## src/rtl/load_wb_pkg.sv

```systemverilog
// Shared types, widths and decode helpers for the load/ALU writeback stage.
package load_wb_pkg;

  localparam int unsigned XLEN   = 32;
  localparam int unsigned REG_AW = 5;
  localparam int unsigned F3_W   = 3;
  localparam int unsigned BYTE_W = 8;
  localparam int unsigned LANE_W = 2;
  localparam int unsigned TMO_W  = 8;

  // Writeback FSM encoding
  typedef enum logic [1:0] {
    ST_IDLE    = 2'd0,
    ST_COLLECT = 2'd1,
    ST_WRITE   = 2'd2
  } wb_state_e;

  // Load funct3 codes; anything not listed behaves as LW
  localparam logic [F3_W-1:0] F3_LB  = 3'b000;
  localparam logic [F3_W-1:0] F3_LH  = 3'b001;
  localparam logic [F3_W-1:0] F3_LW  = 3'b010;
  localparam logic [F3_W-1:0] F3_LBU = 3'b100;
  localparam logic [F3_W-1:0] F3_LHU = 3'b101;

  // Byte lane index of the final byte for a given load width
  function automatic logic [LANE_W-1:0] last_lane(input logic [F3_W-1:0] f3);
    case (f3[1:0])
      2'b00:   return 2'd0;
      2'b01:   return 2'd1;
      default: return 2'd3;
    endcase
  endfunction

endpackage

```

## src/rtl/load_writeback_if.sv

```systemverilog
// Execute-side handshake, SPI byte stream and register-file write port.
interface load_writeback_if;
  import load_wb_pkg::*;

  logic                  wb_valid;
  logic                  wb_ready;
  logic                  wb_is_load;
  logic [REG_AW-1:0]     wb_rd;
  logic [F3_W-1:0]       wb_funct3;
  logic [XLEN-1:0]       wb_alu;
  logic                  mem_byte_valid;
  logic [BYTE_W-1:0]     mem_byte;
  logic                  mem_byte_ready;
  logic                  WE3;
  logic [REG_AW-1:0]     A3;
  logic [XLEN-1:0]       WD3;
  logic                  busy;
  logic                  load_err;

  // Upstream side: execute stage plus the SPI memory controller
  modport master (
    output wb_valid, wb_is_load, wb_rd, wb_funct3, wb_alu,
    output mem_byte_valid, mem_byte,
    input  wb_ready, mem_byte_ready, WE3, A3, WD3, busy, load_err
  );

  // Writeback stage side
  modport slave (
    input  wb_valid, wb_is_load, wb_rd, wb_funct3, wb_alu,
    input  mem_byte_valid, mem_byte,
    output wb_ready, mem_byte_ready, WE3, A3, WD3, busy, load_err
  );

endinterface

```

## src/rtl/load_extend.sv

```systemverilog
// Sign/zero extension of an assembled load word according to funct3.
module load_extend
  import load_wb_pkg::*;
(
  input  logic [XLEN-1:0] word_i,
  input  logic [F3_W-1:0] funct3_i,
  output logic [XLEN-1:0] result_c
);

  // Select width and extension; illegal codes fall through as a full word
  always_comb begin
    result_c = word_i;
    case (funct3_i)
      F3_LB:   result_c = {{(XLEN-8){word_i[7]}}, word_i[7:0]};
      F3_LBU:  result_c = {{(XLEN-8){1'b0}}, word_i[7:0]};
      F3_LH:   result_c = {{(XLEN-16){word_i[15]}}, word_i[15:0]};
      F3_LHU:  result_c = {{(XLEN-16){1'b0}}, word_i[15:0]};
      default: result_c = word_i;
    endcase
  end

endmodule

```

## src/rtl/load_writeback.sv

```systemverilog
// Writeback stage: sole driver of the register-file write port.
// ALU results are written directly; loads are assembled little-endian from
// the SPI byte stream and extended before the write.
// Optional feature macro: LOAD_TIMEOUT_EN (abort a load after TIMEOUT_CYCLES
// idle cycles between bytes and pulse load_err).
module load_writeback
  import load_wb_pkg::*;
#(
  parameter int unsigned MAX_REG        = 18,
  parameter int unsigned TIMEOUT_CYCLES = 255
) (
  input  logic           CLK,
  input  logic           reset_n,
  load_writeback_if.slave bus
);

  wb_state_e           state_q, state_d;
  logic [REG_AW-1:0]   rd_q, rd_d;
  logic [F3_W-1:0]     f3_q, f3_d;
  logic [LANE_W-1:0]   count_q, count_d;
  logic [XLEN-1:0]     asm_q, asm_d;
  logic [REG_AW-1:0]   a3_q, a3_d;
  logic [XLEN-1:0]     wd3_q, wd3_d;
  logic                we3_q, we3_d;
  logic                wb_ready_q;
  logic                mbr_q;
  logic                busy_q;

  logic                wb_fire_c;
  logic                byte_fire_c;
  logic                timeout_c;
  logic [XLEN-1:0]     asm_merge_c;
  logic [XLEN-1:0]     ext_c;

  // Write is suppressed for x0 and for unimplemented registers
  function automatic logic rd_ok(input logic [REG_AW-1:0] rd);
    return (rd != '0) && (32'(rd) <= MAX_REG);
  endfunction

  assign wb_fire_c   = bus.wb_valid && wb_ready_q;
  assign byte_fire_c = bus.mem_byte_valid && mbr_q;

  // Current assembly word with the incoming byte dropped into its lane
  always_comb begin
    asm_merge_c = asm_q;
    asm_merge_c[{count_q, 3'b000} +: BYTE_W] = bus.mem_byte;
  end

  load_extend u_extend (
    .word_i   (asm_merge_c),
    .funct3_i (f3_q),
    .result_c (ext_c)
  );

`ifdef LOAD_TIMEOUT_EN
  logic [TMO_W-1:0] tmo_q, tmo_d;
  logic             err_q;

  // Idle-cycle counter: cleared outside COLLECT and on every accepted byte
  always_comb begin
    tmo_d = '0;
    if ((state_q == ST_COLLECT) && !byte_fire_c) tmo_d = tmo_q + TMO_W'(1);
  end

  assign timeout_c = (state_q == ST_COLLECT) && !byte_fire_c &&
                     (tmo_q == TMO_W'(TIMEOUT_CYCLES));

  // Timeout counter and one-cycle abort pulse
  always_ff @(posedge CLK) begin
    if (!reset_n) begin
      tmo_q <= '0;
      err_q <= 1'b0;
    end else begin
      tmo_q <= tmo_d;
      err_q <= timeout_c;
    end
  end

  assign bus.load_err = err_q;
`else
  logic [TMO_W-1:0] unused_tmo;
  assign unused_tmo   = TMO_W'(TIMEOUT_CYCLES);
  assign timeout_c    = 1'b0;
  assign bus.load_err = 1'b0;
`endif

  // FSM state register
  always_ff @(posedge CLK) begin
    if (!reset_n) state_q <= ST_IDLE;
    else          state_q <= state_d;
  end

  // Next-state and datapath next values
  always_comb begin
    state_d = state_q;
    rd_d    = rd_q;
    f3_d    = f3_q;
    count_d = count_q;
    asm_d   = asm_q;
    a3_d    = a3_q;
    wd3_d   = wd3_q;
    we3_d   = 1'b0;
    case (state_q)
      ST_IDLE: begin
        if (wb_fire_c) begin
          if (bus.wb_is_load) begin
            rd_d    = bus.wb_rd;
            f3_d    = bus.wb_funct3;
            count_d = '0;
            asm_d   = '0;
            state_d = ST_COLLECT;
          end else begin
            a3_d    = bus.wb_rd;
            wd3_d   = bus.wb_alu;
            we3_d   = rd_ok(bus.wb_rd);
            state_d = ST_WRITE;
          end
        end
      end
      ST_COLLECT: begin
        if (byte_fire_c) begin
          asm_d   = asm_merge_c;
          count_d = count_q + LANE_W'(1);
          if (count_q == last_lane(f3_q)) begin
            a3_d    = rd_q;
            wd3_d   = ext_c;
            we3_d   = rd_ok(rd_q);
            state_d = ST_WRITE;
          end
        end else if (timeout_c) begin
          state_d = ST_IDLE;
        end
      end
      ST_WRITE: state_d = ST_IDLE;
      default:  state_d = ST_IDLE;
    endcase
  end

  // Datapath and registered handshake outputs
  always_ff @(posedge CLK) begin
    if (!reset_n) begin
      rd_q       <= '0;
      f3_q       <= '0;
      count_q    <= '0;
      asm_q      <= '0;
      a3_q       <= '0;
      wd3_q      <= '0;
      we3_q      <= 1'b0;
      wb_ready_q <= 1'b0;
      mbr_q      <= 1'b0;
      busy_q     <= 1'b0;
    end else begin
      rd_q       <= rd_d;
      f3_q       <= f3_d;
      count_q    <= count_d;
      asm_q      <= asm_d;
      a3_q       <= a3_d;
      wd3_q      <= wd3_d;
      we3_q      <= we3_d;
      wb_ready_q <= (state_d == ST_IDLE);
      mbr_q      <= (state_d == ST_COLLECT);
      busy_q     <= (state_d != ST_IDLE);
    end
  end

  assign bus.WE3            = we3_q;
  assign bus.A3             = a3_q;
  assign bus.WD3            = wd3_q;
  assign bus.wb_ready       = wb_ready_q;
  assign bus.mem_byte_ready = mbr_q;
  assign bus.busy           = busy_q;

endmodule

```

## src/flat_wrapper.sv

```systemverilog
// flat-port wrapper written by rule: the top's interface ports become plain ports
module load_writeback_flat import load_wb_pkg::*;
#(
  parameter int unsigned MAX_REG        = 18,
  parameter int unsigned TIMEOUT_CYCLES = 255
)
  (CLK, reset_n, bus_wb_valid, bus_wb_is_load, bus_wb_rd, bus_wb_funct3, bus_wb_alu, bus_mem_byte_valid, bus_mem_byte, bus_wb_ready, bus_mem_byte_ready, bus_WE3, bus_A3, bus_WD3, bus_busy, bus_load_err);
  load_writeback_if bus_i ();
  input  logic CLK;
  input  logic reset_n;
  input wire logic [$bits(bus_i.wb_valid)-1:0] bus_wb_valid;
  input wire logic [$bits(bus_i.wb_is_load)-1:0] bus_wb_is_load;
  input wire logic [$bits(bus_i.wb_rd)-1:0] bus_wb_rd;
  input wire logic [$bits(bus_i.wb_funct3)-1:0] bus_wb_funct3;
  input wire logic [$bits(bus_i.wb_alu)-1:0] bus_wb_alu;
  input wire logic [$bits(bus_i.mem_byte_valid)-1:0] bus_mem_byte_valid;
  input wire logic [$bits(bus_i.mem_byte)-1:0] bus_mem_byte;
  output wire logic [$bits(bus_i.wb_ready)-1:0] bus_wb_ready;
  output wire logic [$bits(bus_i.mem_byte_ready)-1:0] bus_mem_byte_ready;
  output wire logic [$bits(bus_i.WE3)-1:0] bus_WE3;
  output wire logic [$bits(bus_i.A3)-1:0] bus_A3;
  output wire logic [$bits(bus_i.WD3)-1:0] bus_WD3;
  output wire logic [$bits(bus_i.busy)-1:0] bus_busy;
  output wire logic [$bits(bus_i.load_err)-1:0] bus_load_err;
  assign bus_i.wb_valid = bus_wb_valid;
  assign bus_i.wb_is_load = bus_wb_is_load;
  assign bus_i.wb_rd = bus_wb_rd;
  assign bus_i.wb_funct3 = bus_wb_funct3;
  assign bus_i.wb_alu = bus_wb_alu;
  assign bus_i.mem_byte_valid = bus_mem_byte_valid;
  assign bus_i.mem_byte = bus_mem_byte;
  assign bus_wb_ready = bus_i.wb_ready;
  assign bus_mem_byte_ready = bus_i.mem_byte_ready;
  assign bus_WE3 = bus_i.WE3;
  assign bus_A3 = bus_i.A3;
  assign bus_WD3 = bus_i.WD3;
  assign bus_busy = bus_i.busy;
  assign bus_load_err = bus_i.load_err;
  load_writeback #(.MAX_REG(MAX_REG), .TIMEOUT_CYCLES(TIMEOUT_CYCLES)) u_core (.CLK(CLK), .reset_n(reset_n), .bus(bus_i));
endmodule
```

## config.mk

```make
export PLATFORM = sky130hd
export DESIGN_NAME = load_writeback_flat
export DESIGN_NICKNAME = d
export VERILOG_FILES = /design/src/rtl/load_wb_pkg.sv /design/src/rtl/load_writeback_if.sv /design/src/rtl/load_extend.sv /design/src/rtl/load_writeback.sv /design/src/flat_wrapper.sv
export SDC_FILE = /design/constraint.sdc
export NUM_CORES = 1
export LEC_CHECK = 0
export CELL_PAD_IN_SITES_DETAIL_PLACEMENT = 1
export CELL_PAD_IN_SITES_GLOBAL_PLACEMENT = 2
export CORE_ASPECT_RATIO = 0.8
export CORE_MARGIN = 3
export CORE_UTILIZATION = 30
export CTS_CLUSTER_SIZE = 28
export DETAILED_ROUTE_END_ITERATION = 10
export GPL_ROUTABILITY_DRIVEN = 0
export PLACE_DENSITY = 0.85
export SLEW_MARGIN = 20
export SYNTH_ARGS = -nofsm -noshare
export SYNTH_HDL_FRONTEND = slang
export SYNTH_SLANG_ARGS = --single-unit
```

## constraint.sdc

```tcl
create_clock -name CLK -period 2.69 [get_ports CLK]
set_input_delay 0.538 -clock CLK [delete_from_list [all_inputs] [get_ports CLK]]
set_output_delay 0.538 -clock CLK [all_outputs]
set_load 0.005 [all_outputs]
```

==> reports/metrics.yaml <==
die:
  die-area_mm2: 0.0165
  die_h_um: 115
  die_x_um: 143
  core-area_mm2: 0.0144
  pin_count: 95
  start_util_pct: 31.0
  rows: 39
setup_path:
  startpoint_type: "flop"
  crit_fanout: 12
  cp.required_ns: 2.95
  worstPathArrival_ns: 2.65
  endpoint_kind: "flop"
  crit_type: "flop to flop"
clock_network:
  cts_hold_buf: 0
  clock_sinks: 85
  clk_pin_slew_ns: 0.06
  cts_root_buf: "clkbuf_16"
  cts_setup_buffers: 0
  clockBufferDepth: 2
  cts_tree: "yes"
  clk_latency_ns: 0.35
  htreeDepth: 3
  cts_made_buffers: 9
  cts_resized: 0
logic_synthesis:
  syn_area_mm2: 0.00448
  synth_area_leader_cell: "dfxtp_1"
  synth.avg_cell_area_um2: 8.54
  syn-num-nets: 582
  synth_warnings: 0
  synth_cell_types: 55
  synth_common_cells: "85 x dfxtp_1, 45 x a21oi_1, 42 x nand2_1"
  synth_top_area_share_pct: 38.0
  ys_seq_elements: 85
  synth-edff-count: 0
  async_flop_share_pct: 0
  synthTopCellsByArea: "dfxtp_1 38%, nor2b_1 5.4%, a21oi_1 5.0%, a22oi_1 4.7%, a31o_2 4.7%"
  synthFlopType: "dfxtp_1"
  syn_inst: 525
  ys_seq_area_share_pct: 38.0
  yosysMostFrequentCell: "dfxtp_1"
final_layout:
  multi_input_area_mm2: 0.00248
  nets: 650
  fillers: 1679
  n_antenna_cell: 0
  seq_area_mm2: 0.00170
  drive_gt1_share_pct: 12.1
  area_growth_pct: 29.1
  finish.utilization_pct: 40.1
route:
  post_drt_wl_per_cell_um: 19.7
  final_antenna_net_count: 0
  firstDrtPassIters: 4
  viasPerCell: 5.71
  drt_iter0_drc: 279
  vias: 4458
  drcViolationCount: 0
  totalWireLength_um: 15400
sta:
  setup-tns-final_ns: 0
  min_period_over_period_pct: 88.9
  slew_headroom_pct: 50.7
  timing.final.hold_violations: 0
  setup_violations: 0
  min_period_ns: 2.39
  drv_slew: 0
  fmax_mhz: 418
  finClkSkew_ns: 0.00674
  grt_setup_unrepaired: "no"
  worstMarginPinSlew_ns: 0.740
global_route:
  grt_max_degree: 31
  gr-usage-all-layers_pct: 18.9
  grt_pass1_vias: 4389
  grt_pass1_wl_um: 24400
  antenna_found_initial: 0
  grt-ovfl-total: 0
power:
  leakagePower_nw: 2.16
  irDropWorstVdd_mv: 0.297
  power_density_mw_per_mm2: 508
placement:
  dp_hpwl_um: 11200
  io_buffers: 93
run:
  drv_cap: 0
run_status:
  status: "finished, final reports clean"
worst_hold_path:
  hp-class: "flop to flop"
## flip-flops by register name, summed over array words and instances (netlist names)
name                       flops
u_core.bus.busy                1
u_core.bus.A3                  5
u_core.bus.wb_ready            1
u_core.rd_q                    5
u_core.state_q                 2
u_core.count_q                 2
u_core.bus.mem_byte_ready      1
u_core.f3_q                    3
u_core.bus.WE3                 1
u_core.asm_q                  32
u_core.bus.WD3                32
## final timing paths
path                                  start                               to  slack (ns)  depth (start not counted)
max          u_core.count_q[1]$_SDFFE_PN0P_  u_core.bus.WD3[10]$_SDFFE_PN0P_        0.30                          6
min reg2reg   u_core.asm_q[26]$_SDFFE_PN0P_    u_core.asm_q[26]$_SDFFE_PN0P_        0.45                          2
min           u_core.asm_q[26]$_SDFFE_PN0P_    u_core.asm_q[26]$_SDFFE_PN0P_        0.45                          2
max reg2reg  u_core.count_q[1]$_SDFFE_PN0P_  u_core.bus.WD3[10]$_SDFFE_PN0P_        0.30                          6
## cell families after synthesis
group,after synthesis,share of synthesized area (%)
mux,4,0.893
other cells,1,0.0836
xor+xnor,1,0.195
simple gates,179,22.3
flops,85,38.0
buf+inv,61,6.73
fa+ha+maj,4,1.12
compound gates,190,30.7
## critical path, cell delays in order, from the launching register on
cell and delay, ns:
dfxtp_1 0.44, inv_1 0.10, ha_1 0.43, nand4bb_1 0.35, a211oi_2 0.60, a21oi_1 0.14, o21ai_0 0.23
## cell type report
class	count	area share, %
clock inverter	6	0.951
inverter	6	0.389
tap	184	3.98
sequential	85	29.4
timing repair buffer	112	18.5
multi-input combinational	379	42.8
clock buffer	9	3.89
## cell usage in the layout (no fill, tap or decap), types with 5 or more instances in the layout
| cell | netlist | final |
|---|---|---|
| clkdlybuf4s50_1 | 0 | 93 |
| dfxtp_1 | 85 | 85 |
| a21oi_1 | 45 | 45 |
| nand2_1 | 42 | 42 |
| nor2b_1 | 39 | 39 |
| nand3_1 | 29 | 29 |
| a22oi_1 | 28 | 28 |
| a31o_2 | 24 | 24 |
| nor2_1 | 22 | 22 |
| buf_4 | 3 | 19 |
| a31oi_1 | 18 | 18 |
| o21ai_0 | 15 | 15 |
| o31ai_1 | 14 | 14 |
| and2_1 | 11 | 11 |
| clkbuf_16 | 0 | 9 |
| nor4_1 | 8 | 8 |
| a41oi_1 | 8 | 8 |
| inv_1 | 6 | 6 |
| o21a_1 | 6 | 6 |
| a22o_1 | 6 | 6 |
| o211a_1 | 5 | 5 |
| clkinv_2 | 0 | 5 |
## power by group
part           switching, mW  internal (mW)
registers             0.0278           1.30
clock network          0.517          0.706
logic                  0.192          0.201
total                  0.737           2.20
## metrics by stage
step                power [mW]  area (µm²)  setup WS (ns)  std cells  hold WS, ns
finish                    2.94        5790          0.298        781        0.452
global route              3.05        5790          0.144        781        0.477
CTS                       2.96        5790          0.355        781        0.452
detailed placement        1.74        5510          0.184        766        0.444
global placement          1.73        5510          0.231        766        0.433
floorplan                 1.54        4480          0.507        525        0.427
## metal layers
metal | up-vias | routed length, µm | global-route usage (%) | part of all wire [%]
met5 | - | 0 | 0 | 0
met4 | 0 | 204 | 4.94 | 1.3
met3 | 18 | 953 | 3.91 | 6.2
met2 | 156 | 6850 | 28.8 | 44
met1 | 2207 | 7400 | 27.2 | 48
li1 | 2077 | - | - | -
No activity file was read; power rests on OpenSTA's default activity.
